$ cat config.mk
export PLATFORM = sky130hd
export DESIGN_NAME = pulse_period_meter
export DESIGN_NICKNAME = d
export VERILOG_FILES = /design/src/rtl/pulse_period_meter.sv
export SDC_FILE = /design/constraint.sdc
export NUM_CORES = 1
export LEC_CHECK = 0
export CAP_MARGIN = 20
export CORE_MARGIN = 2
export CORE_UTILIZATION = 35
export CTS_CLUSTER_DIAMETER = 150
export DETAILED_ROUTE_END_ITERATION = 10
export GPL_TIMING_DRIVEN = 0
export HOLD_SLACK_MARGIN = 0.15
export REMOVE_ABC_BUFFERS = 1
export SYNTH_ARGS = -nofsm -noshare
export SYNTH_HDL_FRONTEND = slang
export SYNTH_SLANG_ARGS = --single-unit
export TNS_END_PERCENT = 30
$ cat constraint.sdc
create_clock -name clk -period 1.5 [get_ports clk]
set_input_delay 0.225 -clock clk [delete_from_list [all_inputs] [get_ports clk]]
set_output_delay 0.225 -clock clk [all_outputs]
set_load 0.02 [all_outputs]
$ cat src/rtl/pulse_period_meter.sv
// Measures period and high time (in clk cycles) of a periodic strobe, with a
// stall timeout. Back-to-back periods are reported without a dead cycle.
module pulse_period_meter #(
  parameter int unsigned CNT_W       = 16,
  parameter int unsigned TIMEOUT     = 65535,
  parameter int unsigned SYNC_STAGES = 0
) (
  input  logic             clk,
  input  logic             rst,
  input  logic             en,
  input  logic             sig,
  output logic [CNT_W-1:0] period,
  output logic [CNT_W-1:0] high_time,
  output logic             valid,
  output logic             timeout,
  output logic             armed
);

  typedef enum logic {IDLE, MEASURE} state_t;

  localparam logic [CNT_W-1:0] TIMEOUT_C = CNT_W'(TIMEOUT);
  localparam logic [CNT_W-1:0] ONE       = CNT_W'(1);

  state_t           state, state_nx;
  logic             s, s_d, rise;
  logic [CNT_W-1:0] per_cnt, hi_cnt, per_nx, hi_nx;
  logic [CNT_W-1:0] period_nx, high_nx;
  logic             valid_nx, timeout_nx;

  generate
    if (SYNC_STAGES == 0) begin : g_nosync
      assign s = sig;
    end else begin : g_sync
      logic [SYNC_STAGES-1:0] sync_q;
      always_ff @(posedge clk) begin
        if (rst) begin
          sync_q <= '0;
        end else begin
          sync_q[0] <= sig;
          for (int unsigned i = 1; i < SYNC_STAGES; i++) sync_q[i] <= sync_q[i-1];
        end
      end
      assign s = sync_q[SYNC_STAGES-1];
    end
  endgenerate

  always_ff @(posedge clk) begin
    if (rst) s_d <= 1'b0;
    else     s_d <= s;
  end

  assign rise = s & ~s_d;

  // The rise cycle itself starts the next period, so counters restart at 1.
  always_comb begin
    state_nx   = state;
    per_nx     = per_cnt;
    hi_nx      = hi_cnt;
    period_nx  = period;
    high_nx    = high_time;
    valid_nx   = 1'b0;
    timeout_nx = 1'b0;
    case (state)
      IDLE: begin
        per_nx = '0;
        hi_nx  = '0;
        if (en && rise) begin
          state_nx = MEASURE;
          per_nx   = ONE;
          hi_nx    = ONE;
        end
      end
      MEASURE: begin
        if (!en) begin
          state_nx = IDLE;
          per_nx   = '0;
          hi_nx    = '0;
        end else if (rise) begin
          period_nx = per_cnt;
          high_nx   = hi_cnt;
          valid_nx  = 1'b1;
          per_nx    = ONE;
          hi_nx     = ONE;
        end else if (per_cnt == TIMEOUT_C) begin
          timeout_nx = 1'b1;
          state_nx   = IDLE;
          per_nx     = '0;
          hi_nx      = '0;
        end else begin
          per_nx = per_cnt + ONE;
          hi_nx  = hi_cnt + CNT_W'(s);
        end
      end
      default: state_nx = IDLE;
    endcase
  end

  always_ff @(posedge clk) begin
    if (rst) begin
      state     <= IDLE;
      per_cnt   <= '0;
      hi_cnt    <= '0;
      period    <= '0;
      high_time <= '0;
      valid     <= 1'b0;
      timeout   <= 1'b0;
      armed     <= 1'b0;
    end else begin
      state     <= state_nx;
      per_cnt   <= per_nx;
      hi_cnt    <= hi_nx;
      period    <= period_nx;
      high_time <= high_nx;
      valid     <= valid_nx;
      timeout   <= timeout_nx;
      armed     <= (state_nx == MEASURE);
    end
  end

endmodule

# Yosys cells after proc, flatten, opt, wreduce, memory -nomap -nowiden
# Cells that the tools add are included.
# word_totals
regBits	68
input_bits	4
output_inout_bits	35
# classes
n_addsub	2
eq_ne	1
n_mux	16
n_bitwise	4
reduce_logical	4
# ops
op	count
2-to-1 mux 16 bit	6
case mux 16 bit (2 select lines)	2
adder 16 x 1 -> 16 bit	1
adder 16 x 1 -> 16 bit, second input constant	1
equality test 16 bit, second input constant	1
2-to-1 mux 1 bit	7
OR reduction 4 bit	1
NOT 1 bit	3
AND reduction 3 bit	1
OR reduction 3 bit	1
case mux 1 bit (2 select lines)	1
bitwise AND 1 bit	1
logical AND 1 bit	1

# Logic depth before layout (Yosys ltp)
# depth
depth_word	5
mapped_depth	7

# Worst setup path after synthesis
# Ideal clock, no wire load.
# synth_path
path_kind	register to register
from	register per_cnt[0]
to	register hi_cnt[13]
t_arrival_ns	1.465
setup_slack_ns	-0.080
path_stages_with_launch	8
path_buffers	2
synth_period_minus_slack_ns	1.580
cell_sequence	dfxtp_1 -> ha_1 -> nand4_1 -> or4_4 -> nand2b_2 -> buf_6 -> buf_8 -> nor2_1
# synth_via
elab_chain_len	5
# synth_lines
item	line	source
from (decl)	26	logic [CNT_W-1:0] per_cnt, hi_cnt, per_nx, hi_nx;
from (signal assigned)	110	per_cnt <= per_nx;
equality test 16 bit	84	end else if (per_cnt == TIMEOUT_C) begin
2-to-1 mux 16 bit	84	
2-to-1 mux 16 bit	78	end else if (rise) begin
2-to-1 mux 16 bit	74	if (!en) begin
case mux 16 bit (2 select lines)	63	case (state)
to (signal assigned)	111	hi_cnt <= hi_nx;
to (decl)	26	
# No other way between the ends.
# A chain may end at the register's enable or synchronous reset.

# Final worst setup path
# layout_path
from	register per_cnt[1]
to	register per_cnt[11]
# layout_via
elab_chain_len	5
# layout_lines
item	line
adder 16 x 1 -> 16 bit or equality test 16 bit (tied branches)	90, 84
2-to-1 mux 16 bit *	84
2-to-1 mux 16 bit *	78
2-to-1 mux 16 bit *	74
case mux 16 bit (2 select lines) *	63
# Mark *: on every way between the ends. The rest lies on a longest branch, timed or not.

==> metrics <==
Remaining DRCs=0; Initial Util=36.1%; router iterations before antenna repair=4; WL final=5460 um; Clock transition at path regs=70 ps; Synth cell types=26; DRT antenna net count=0; top cell type's share of synthesized area=52.3%; Max Fclk=634 MHz; CP Buf/Inv Count=0; Critical Path Fanout Max=8; synthesized area=2600 um2; Hold Path Class=reg -> reg; number of buffers created by CTS=9; Worst path top cell family by delay=simple AND/OR/NAND/NOR gates; # placed instances=434; fill count=769; area of the multi-input gates=1290 um2; violated checks=negative setup slack; crit path launch type=flop; Peak VDD IR=0.785 mV; fin crit share=105%; Slowest-stage cell, CP=or4_4; max_slew headroom=57.8%; register area share after synthesis=52.3%; mean cell area of the mapped netlist=8.38 um2; Place WS=-1060 ps; post-cts hold buffer count=0; Post-synth EDFFs=0; CTS tree=done; Final Wtd Congestion=0.750; Clock Tree Root=clkbuf_8; Synth Instances=311; hpwl dp=3490 um; CP Capture Type=flop; die area=8150 um2; num rows=31; DR vias/cell=4.67; Layout area overhead=32.7%; Worst Skew=7.69 ps; register area=1380 um2; Routed wire per std cell=11.9 um; WS Path Type=reg -> reg; Tightest Pin Transition=633 ps; Ys Warns=0; chip width=90.3 um; fin nets=361; vias in the first global route=2102; H-tree depth=3; CP peak stage delay=630 ps; largest family of logic cells by synthesized area=simple AND/OR/NAND/NOR gates; first-pass GRT wire length=9490 um; final hold vios=0; clock buffer depth=2; final slew viol count=0; die height=90.3 um; minimum clock period=1580 ps; layout cells sized above 1=17.3%; post-route cell area=3460 um2; Max-Cap Viols=0; final setup margin=-78.2 ps; run status=complete, but fails checks; initial antenna violation count=0; commonest non-fill, non-tap cell in the layout=nand2_1; Seq cells post-synth=68; Pwr per Cell Area=1020 nW/um2; Final setup viols=31; critical path data required time=1740 ps; grt ovf=0; clock sinks=68; ANT cells=0; count of input and output buffers=38; CORE AREA=7210 um2; highest-count cells in the layout ignoring fill and taps=nand2_1 (73), dfxtp_1 (58), dlygate4sd2_1 (35); Post-Synth Adder-Cell Area=1.44%; TNS Setup=-1680 ps; clk_lat worst skew=350 ps; synth top area cells=dfxtp_1 (52%), nand2_1 (11%), a21oi_1 (6.5%), xnor2_1 (6.4%), nor2_1 (5.0%); multiplexer share of the synthesized area=0%; Synth Area in Compound Gates=7.40%; Ports=39; total power=0.00353 W; GRT Total Usage=14.6%; ys async rst share=0%; Data arrival, critical path=1810 ps; Lkg Pwr=1.28 nW; Starting DRT DRC Count=67; via count=2140; largest net degree at the start of global routing=33; largest area contributor in the netlist=dfxtp_1; crit path cell chain=ha_4 -> nand4_1 -> or4_4 -> nand2b_4 -> nor2_1; RSZ-0062 raised after global routing=true; non-filler cells in the finished layout=458; DP Area=3080 um2; Synth Flop Type=dfxtp_1; post-synthesis xor/xnor area fraction=8.74%; post-synthesis simple-gate area fraction=26.2%
[cells by family (layout without fill, tap and decap cells)]
kind of cell / count (synthesis) / after routing
AND/OR/NAND/NOR: 154 / 157
flip-flops: 68 / 68
AO/OA/AOI/OAI: 38 / 38
XOR/XNOR: 26 / 26
buffers and inverters: 22 / 67
adder cells (fa/ha/maj): 3 / 3
[worst register-to-register path: stages (launching register included)]
cell      delay, ps
dfxtp_2         350
ha_4            140
nand4_1          90
or4_4           630
nand2b_4        210
nor2_1           50
[power by group]
group	total [W]	internal, W	switching (W)	leakage [nW]
Combinational	0.0000742	0.0000293	0.0000449	0.609
Sequential	0.00181	0.00181	0.00000461	0.553
Clock	0.00164	0.000973	0.000665	0.113
[sequential cells by signal (all words and copies together), names as in the netlist]
signal	flops
period	16
s_d	1
timeout	1
valid	1
high_time	16
hi_cnt	16
per_cnt	16
state	1
[stage by stage]
stage | utilization [%] | hold WS (ps)
after floorplan | - | 294
after detailed placement | 42.7 | 447
after global routing | 47.9 | 472
after CTS | 47.0 | 453
final | 47.9 | 450
after global placement | 42.0 | 443
[timing repair]
action | CTS | global route
setup buffers | 4 | 1
pin swaps | 28 | 5
gates cloned | 3 | 0
setup endpoints to repair | 101 | 65
gates resized for setup | 58 | 21
hold endpoints to repair | 0 | 0
[worst paths after layout]
kind	cells past startpoint	slack, ps	startpoint	to
setup reg to reg	5	-80	per_cnt[1]$_SDFF_PP0_	per_cnt[11]$_SDFF_PP0_
setup / recovery	5	-80	per_cnt[1]$_SDFF_PP0_	per_cnt[11]$_SDFF_PP0_
hold reg to reg	2	450	high_time[10]$_SDFFE_PP0P_	high_time[10]$_SDFFE_PP0P_
hold / removal	2	450	high_time[10]$_SDFFE_PP0P_	high_time[10]$_SDFFE_PP0P_
[Yosys cell counts (all sizes together) (4+ instances only)]
| cell | number |
|---|---|
| a21oi | 34 |
| xnor2 | 19 |
| inv | 6 |
| nand4 | 8 |
| buf | 4 |
| and3 | 4 |
| clkbuf | 12 |
| nor3 | 4 |
| nand3 | 13 |
| nor2 | 35 |
| xor2 | 7 |
| dfxtp | 68 |
| nand2 | 74 |
| nor4 | 7 |
[routing by layer]
layer	up-vias	part of all wire [%]	wire, um	GRT usage, %
met5	-	0	0	0
met4	0	1.3	72	5.26
met3	10	4.4	240	6.09
met2	30	49	2690	24.8
met1	982	45	2460	16.3
li1	1118	-	-	-
[layout make-up]
type,instances,area share (%)
Clock inverter,5,2.17
Multi-Input combinational cell,224,37.2
Inverter,6,0.651
Timing Repair Buffer,45,12.5
Tap cell,99,3.58
Sequential cell,68,39.8
Clock buffer,11,4.09
Power figures use the tool's default switching activity.
